File: src/rtl/sram_dp_req_bridge_pkg.sv
// rtl/sram_dp_req_bridge_pkg.sv - shared constants and types for the dual-port SRAM request bridge
package sram_dp_req_bridge_pkg;

  localparam int DEF_ABITS     = 12;
  localparam int DEF_DBITS     = 4;
  localparam int DEF_RSP_DEPTH = 2;

  typedef struct packed {
    logic [DEF_DBITS-1:0] data;
  } rsp_entry_t;

endpackage

File: src/rtl/sram_rsp_fifo.sv
// rtl/sram_rsp_fifo.sv - small synchronous response FIFO with occupancy count
module sram_rsp_fifo
  import sram_dp_req_bridge_pkg::*;
#(
  parameter  int DEPTH = DEF_RSP_DEPTH,
  parameter  int WIDTH = DEF_DBITS,
  localparam int CW    = $clog2(DEPTH + 1),
  localparam int PW    = (DEPTH > 1) ? $clog2(DEPTH) : 1
) (
  input  logic             clk,
  input  logic             rst_n,
  input  logic             push,
  input  logic [WIDTH-1:0] push_data,
  input  logic             pop,
  output logic [WIDTH-1:0] pop_data,
  output logic             empty,
  output logic [CW-1:0]    count
);

  logic [WIDTH-1:0] mem_q [DEPTH];
  logic [WIDTH-1:0] mem_d [DEPTH];
  logic [PW-1:0]    wr_q, wr_d, rd_q, rd_d;
  logic [CW-1:0]    count_q, count_d;
  logic             do_push, do_pop;

  // Pointers wrap explicitly so non-power-of-two depths work.
  function automatic logic [PW-1:0] ptr_inc(input logic [PW-1:0] p);
    return (p == PW'(DEPTH - 1)) ? '0 : p + PW'(1);
  endfunction

  always_comb begin
    mem_d   = mem_q;
    wr_d    = wr_q;
    rd_d    = rd_q;
    count_d = count_q;
    do_pop  = pop & (count_q != '0);
    do_push = push & ((count_q != CW'(DEPTH)) | do_pop);
    if (do_push) begin
      mem_d[wr_q] = push_data;
      wr_d        = ptr_inc(wr_q);
    end
    if (do_pop) begin
      rd_d = ptr_inc(rd_q);
    end
    if (do_push && !do_pop) begin
      count_d = count_q + CW'(1);
    end else if (do_pop && !do_push) begin
      count_d = count_q - CW'(1);
    end
  end

  always_ff @(posedge clk or negedge rst_n) begin
    if (!rst_n) begin
      mem_q   <= '{default: '0};
      wr_q    <= '0;
      rd_q    <= '0;
      count_q <= '0;
    end else begin
      mem_q   <= mem_d;
      wr_q    <= wr_d;
      rd_q    <= rd_d;
      count_q <= count_d;
    end
  end

  assign pop_data = mem_q[rd_q];
  assign empty    = (count_q == '0);
  assign count    = count_q;

endmodule

File: src/rtl/sram_dp_req_bridge.sv
// rtl/sram_dp_req_bridge.sv - two valid/ready request channels onto a dual-port SRAM,
// read data returned through per-port credit-protected response FIFOs
module sram_dp_req_bridge
  import sram_dp_req_bridge_pkg::*;
#(
  parameter int ABITS     = DEF_ABITS,
  parameter int DBITS     = DEF_DBITS,
  parameter int RSP_DEPTH = DEF_RSP_DEPTH
) (
  input  logic             CLK,
  input  logic             RSTN,
  input  logic             req_valid0,
  output logic             req_ready0,
  input  logic             req_we0,
  input  logic [ABITS-1:0] req_addr0,
  input  logic [DBITS-1:0] req_wdata0,
  output logic             rsp_valid0,
  input  logic             rsp_ready0,
  output logic [DBITS-1:0] rsp_rdata0,
  input  logic             req_valid1,
  output logic             req_ready1,
  input  logic             req_we1,
  input  logic [ABITS-1:0] req_addr1,
  input  logic [DBITS-1:0] req_wdata1,
  output logic             rsp_valid1,
  input  logic             rsp_ready1,
  output logic [DBITS-1:0] rsp_rdata1,
  output logic [ABITS-1:0] A0,
  output logic [DBITS-1:0] D0,
  output logic             WE0,
  output logic             CE0,
  input  logic [DBITS-1:0] Q0,
  output logic [ABITS-1:0] A1,
  output logic [DBITS-1:0] D1,
  output logic             WE1,
  output logic             CE1,
  input  logic [DBITS-1:0] Q1
);

  localparam int CW = $clog2(RSP_DEPTH + 1);

  logic             req_valid [2];
  logic             req_we    [2];
  logic             req_ready [2];
  logic             rsp_valid [2];
  logic             rsp_ready [2];
  logic             fire      [2];
  logic             pop       [2];
  logic             stall     [2];
  logic             fifo_empty[2];
  logic [ABITS-1:0] req_addr  [2];
  logic [DBITS-1:0] q_in      [2];
  logic [DBITS-1:0] rsp_rdata [2];
  logic [CW-1:0]    fifo_count[2];
  logic [CW-1:0]    credits   [2];
  logic [1:0]       inflight_q, inflight_d;

  assign req_valid[0] = req_valid0;
  assign req_valid[1] = req_valid1;
  assign req_we[0]    = req_we0;
  assign req_we[1]    = req_we1;
  assign req_addr[0]  = req_addr0;
  assign req_addr[1]  = req_addr1;
  assign rsp_ready[0] = rsp_ready0;
  assign rsp_ready[1] = rsp_ready1;
  assign q_in[0]      = Q0;
  assign q_in[1]      = Q1;

  always_comb begin
    inflight_d = '0;
    // Port 0 owns the address on a same-cycle collision involving a write.
    stall[0] = 1'b0;
    stall[1] = req_valid[0] & req_valid[1] & (req_addr[0] == req_addr[1]) &
               (req_we[0] | req_we[1]);
    for (int i = 0; i < 2; i++) begin
      rsp_valid[i] = ~fifo_empty[i];
      pop[i]       = rsp_valid[i] & rsp_ready[i];
      // A same-cycle pop frees a slot, which keeps one read per cycle flowing.
      credits[i]   = CW'(inflight_q[i]) + fifo_count[i];
      req_ready[i] = RSTN & ~stall[i] &
                     (req_we[i] | (credits[i] < CW'(RSP_DEPTH)) | pop[i]);
      fire[i]       = req_valid[i] & req_ready[i];
      inflight_d[i] = fire[i] & ~req_we[i];
    end
  end

  always_ff @(posedge CLK or negedge RSTN) begin
    if (!RSTN) begin
      inflight_q <= '0;
    end else begin
      inflight_q <= inflight_d;
    end
  end

  for (genvar i = 0; i < 2; i++) begin : g_port
    sram_rsp_fifo #(
      .DEPTH(RSP_DEPTH),
      .WIDTH(DBITS)
    ) u_fifo (
      .clk      (CLK),
      .rst_n    (RSTN),
      .push     (inflight_q[i]),
      .push_data(q_in[i]),
      .pop      (pop[i]),
      .pop_data (rsp_rdata[i]),
      .empty    (fifo_empty[i]),
      .count    (fifo_count[i])
    );
  end

  assign req_ready0 = req_ready[0];
  assign req_ready1 = req_ready[1];
  assign rsp_valid0 = rsp_valid[0];
  assign rsp_valid1 = rsp_valid[1];
  assign rsp_rdata0 = rsp_rdata[0];
  assign rsp_rdata1 = rsp_rdata[1];

  assign CE0 = fire[0];
  assign WE0 = fire[0] & req_we0;
  assign A0  = req_addr0;
  assign D0  = req_wdata0;
  assign CE1 = fire[1];
  assign WE1 = fire[1] & req_we1;
  assign A1  = req_addr1;
  assign D1  = req_wdata1;

endmodule

File: config.mk
export PLATFORM = sky130hd
export DESIGN_NAME = sram_dp_req_bridge
export DESIGN_NICKNAME = d
export VERILOG_FILES = /design/src/rtl/sram_dp_req_bridge_pkg.sv /design/src/rtl/sram_rsp_fifo.sv /design/src/rtl/sram_dp_req_bridge.sv
export SDC_FILE = /design/constraint.sdc
export NUM_CORES = 1
export LEC_CHECK = 0
export BUFFER_PORTS_ARGS = -buffer_cell sky130_fd_sc_hd__buf_2
export CORE_AREA = 5 5 65 67
export DETAILED_ROUTE_END_ITERATION = 16
export DIE_AREA = 0 0 70 72
export PLACE_DENSITY = 0.83
export SLEW_MARGIN = 20
export SYNTH_ARGS = -nofsm -noshare
export SYNTH_HDL_FRONTEND = slang
export SYNTH_SLANG_ARGS = --single-unit
File: constraint.sdc
create_clock -name CLK -period 3.7 [get_ports CLK]
set_input_delay 0.74 -clock CLK [delete_from_list [all_inputs] [get_ports CLK]]
set_output_delay 0.74 -clock CLK [all_outputs]
set_load 0.05 [all_outputs]
==> summary.txt <==
Timing
  • RSZ-0062 raised after global routing: no
  • Total negative slack: 0 ns
  • Final WS setup: between 0.7 and 0.8 ns
  • Layout Skew: 0.00163 ns
  • Actual slew at the worst max-slew pin: 0.512 ns
  • Fin crit share: 79.7%
  • Max Slew Vio Count: 0
  • WHS: between 0.2 and 0.25 ns
  • Max-slew headroom: approximately two thirds
  • Hold Fails Final Rpt: 0
  • Tmin final: between 2 and 3 ns
  • Final setup viols: 0
  • Max Clk Rate: roughly 340 MHz

Power
  • Power Dens Cells: around 770 mW/mm2
  • Sw Ratio: around 47%
  • Cell Int Power: about 0.00075 W
  • Register share of total power: between 30 and 40%
  • Leak pwr: a little over 0.9 nW
  • Max IR drop VDD: around 0.4 mV
  • Power share of the combinational group: roughly 57%
  • Clk network pwr share: roughly 7.5%
  • Psw: 0.000673 W

Clocking
  • Skew-Pair Late Insertion Delay: ~0.3 ns
  • CTS Sinks: 26
  • Clk root buf: clkbuf_4
  • CTS tree: yes
  • Longest Clk Path Bufs: 2
  • Post-CTS setup repair buffer count: 0
  • Cts repair resizes: 0
  • Clock slew at reported path FFs: around 0.12 ns
  • H-Tree Depth: 1
  • Hold buffer count at cts: 0
  • Num CTS Buffers: 3

Yosys
  • Net Count, Synth: 192
  • Netlist Area Pre-Place: ~0.0016 mm2
  • Yosys cell types: 23
  • Mapped Avg Cell Area: about 11 um2
  • Post-synthesis sequential area ratio: 40.7%
  • Cell count after synthesis: ~140
  • Ys Warns: 0
  • Yosys reg bits: 26

Critical path
  • Critical Path Sink Type: output pin
  • Crit path to: CE1
  • Critical path, cell by cell: buf_2, xor2_1, or4_4, nor4_4, nor3b_1, buf_2
  • CP required: between 2 and 3 ns
  • Arr. time, crit path: around 2.2 ns
  • Worst flop-to-flop path startpoint: g_port[0].u_fifo.count[0]
  • Startpoint Class: input pin
  • Worst Setup SP: req_addr1[7]
  • CP Buf/Inv Count: 2
  • Critical path type: input pin to output pin
  • Crit-path most repeated cell: buf_2
  • Critical Path Fanout Max: 4
  • Worst R2R Path Depth: 6
  • CP Depth: 6
  • Max incr delay on CP: around 0.52 ns
  • CP max stage cell: or4_4
  • R2R Setup Slk: 2.03 ns
  • FF-to-FF End: g_port[0].u_fifo.count[1]
  • Delay-heaviest family, CP: simple AND/OR/NAND/NOR gates

Placement
  • I/O Buffers: a little under 80
  • Placement Setup Slack: 0.733 ns
  • Routability cong.: around 0.83
  • Estimated wirelength of the detail-placed design: about 2.7 mm
  • Area after DPL: 0.00182 mm2

Global routing
  • Initial antenna violation count: 0
  • Pin count of the biggest net entering global routing: 24
  • Total track usage: 12.7%
  • Vias in the first global route: ~1.2k
  • First-pass GRT wire length: roughly 5.3 mm
  • GRT overflow: 0

Cells and area
  • Final Cell Area: approximately 0.0018 mm2
  • Area Growth Syn to Fin: 15.3%
  • # nets final: between 200 and 250
  • Layout Utilization: around half
  • # diodes: 0
  • Layout cells sized above 1: between 50 and 60%

Floorplanning
  • Row cnt: 22
  • Die Wd: approximately 70 um
  • Die height: 72 um
  • Die area: approximately 0.0050 mm2
  • Initial Util: between 40% and 50%
  • Core area: around 0.0036 mm2
  • I/O Pins: 96

Route
  • Total number of vias: roughly 1.1k
  • WL per Instance: 12.9 um
  • Starting DRC count in detailed routing: 35
  • DR DRC count: 0
  • Drt pass-1 iters: 4
  • Vias per cell: between 4 and 5
  • Final wirelength: between 3 and 4 mm
  • DRT antenna net count: 0

Hold path
  • Worst min path class: input pin to asynchronous set/reset pin

Outcome
  • Run status: completed

Run
  • Max cap viols: 0
## stage by stage
step / instances / total power (W)
global route: 241 / 0.00152
CTS: 241 / 0.00145
finish: 241 / 0.00142
global placement: 238 / 0.00132
floorplan: 142 / 0.00120
detailed placement: 238 / 0.00133
## power by group through the flow
| stage | clock, W | sequential, W | combinational, W |
|---|---|---|---|
| after floorplan | 0 | 0.000493 | 0.000705 |
| after global placement | 0 | 0.000512 | 0.000803 |
| after detailed placement | 0 | 0.000519 | 0.000813 |
| after CTS | 0.000118 | 0.000513 | 0.000817 |
| after global routing | 0.000128 | 0.000532 | 0.000865 |
| final | 0.000107 | 0.000510 | 0.000807 |
## cells in the mapped netlist
| library cell | n | share of area [%] |
|---|---|---|
| dfrtp_1 | 26 | 41 |
| inv_1 | 2 | 0.47 |
| nor4b_1 | 1 | 0.55 |
| buf_4 | 32 | 15 |
| and2_1 | 1 | 0.39 |
| nor2_1 | 6 | 1.4 |
| and3b_1 | 1 | 0.55 |
| nor3b_1 | 1 | 0.47 |
| and3_1 | 1 | 0.39 |
| nor4_4 | 1 | 1.3 |
| xnor2_1 | 19 | 10 |
| o31ai_1 | 3 | 1.4 |
| nand2_1 | 7 | 1.6 |
| xor2_1 | 5 | 2.7 |
| or2_2 | 2 | 0.78 |
| o211ai_1 | 1 | 0.47 |
| nand3_1 | 2 | 0.63 |
| mux2_2 | 24 | 17 |
| or4_4 | 1 | 0.70 |
| nand4_1 | 1 | 0.39 |
| ha_1 | 2 | 1.6 |
| o31a_1 | 1 | 0.55 |
| inv_2 | 2 | 0.47 |
## layout by cell type (no fill, tap or decap)
cell,Yosys,layout
xor2_1,5,5
and3b_1,1,1
buf_4,32,1
inv_1,2,2
o211ai_1,1,1
o31ai_1,3,3
and2_1,1,1
dfrtp_1,26,26
and3_1,1,1
xnor2_1,19,19
clkbuf_4,0,3
or4_4,1,1
mux2_2,24,24
nand4_1,1,1
nand3_1,2,2
ha_1,2,2
nand2_1,7,7
nor4_4,1,1
nor2_1,6,6
inv_2,2,2
nor4b_1,1,1
nor3b_1,1,1
buf_2,0,79
or2_2,2,2
o31a_1,1,1
## registers in the layout, summed over array words and instances (netlist names)
name	cells
inflight_q	2
g_port.u_fifo.mem_q	16
g_port.u_fifo.count	4
g_port.u_fifo.rd_q	2
g_port.u_fifo.wr_q	2
## how the worst min path moves through the flow
stage | to | slack (ns) | cells after the start
2_1_floorplan | g_port[0].u_fifo.count[0] | 0.44 | 0
3_3_place_gp | g_port[1].u_fifo.mem_q[0] | 0.48 | 1
3_5_place_dp | g_port[0].u_fifo.wr_q | 0.49 | 1
4_1_cts | g_port[1].u_fifo.rd_q | 0.24 | 1
5_1_grt | g_port[1].u_fifo.rd_q | 0.22 | 1
6_report | g_port[1].u_fifo.rd_q | 0.25 | 1
## cell type report
type                    count  area (um2)
clock buffers               3        22.5
well taps                  48        60.1
multi-input cells          80         692
inverters                   4        15.0
repair buffers             80         403
fillers                   331        1740
flip-flops and latches     26         651
## metal layers
layer | vias to the layer above | GRT usage, % | share of wire, %
li1 | 550 | - | -
met5 | - | 0 | 0
met2 | 19 | 22.8 | 53
met3 | 2 | 4.29 | 4.3
met4 | 0 | 1.49 | 0.19
met1 | 522 | 15.4 | 43
## logic make-up (layout without fill, tap and decap cells)
logic type	Yosys count	count (layout)	share of synthesized area [%]
buf+inv	36	87	16.0
flops	26	26	40.7
simple gates	25	25	9.24
xor+xnor	24	24	13.2
mux	24	24	16.9
compound gates	5	5	2.43
fa+ha+maj	2	2	1.57
Power figures use the tool's default switching activity.
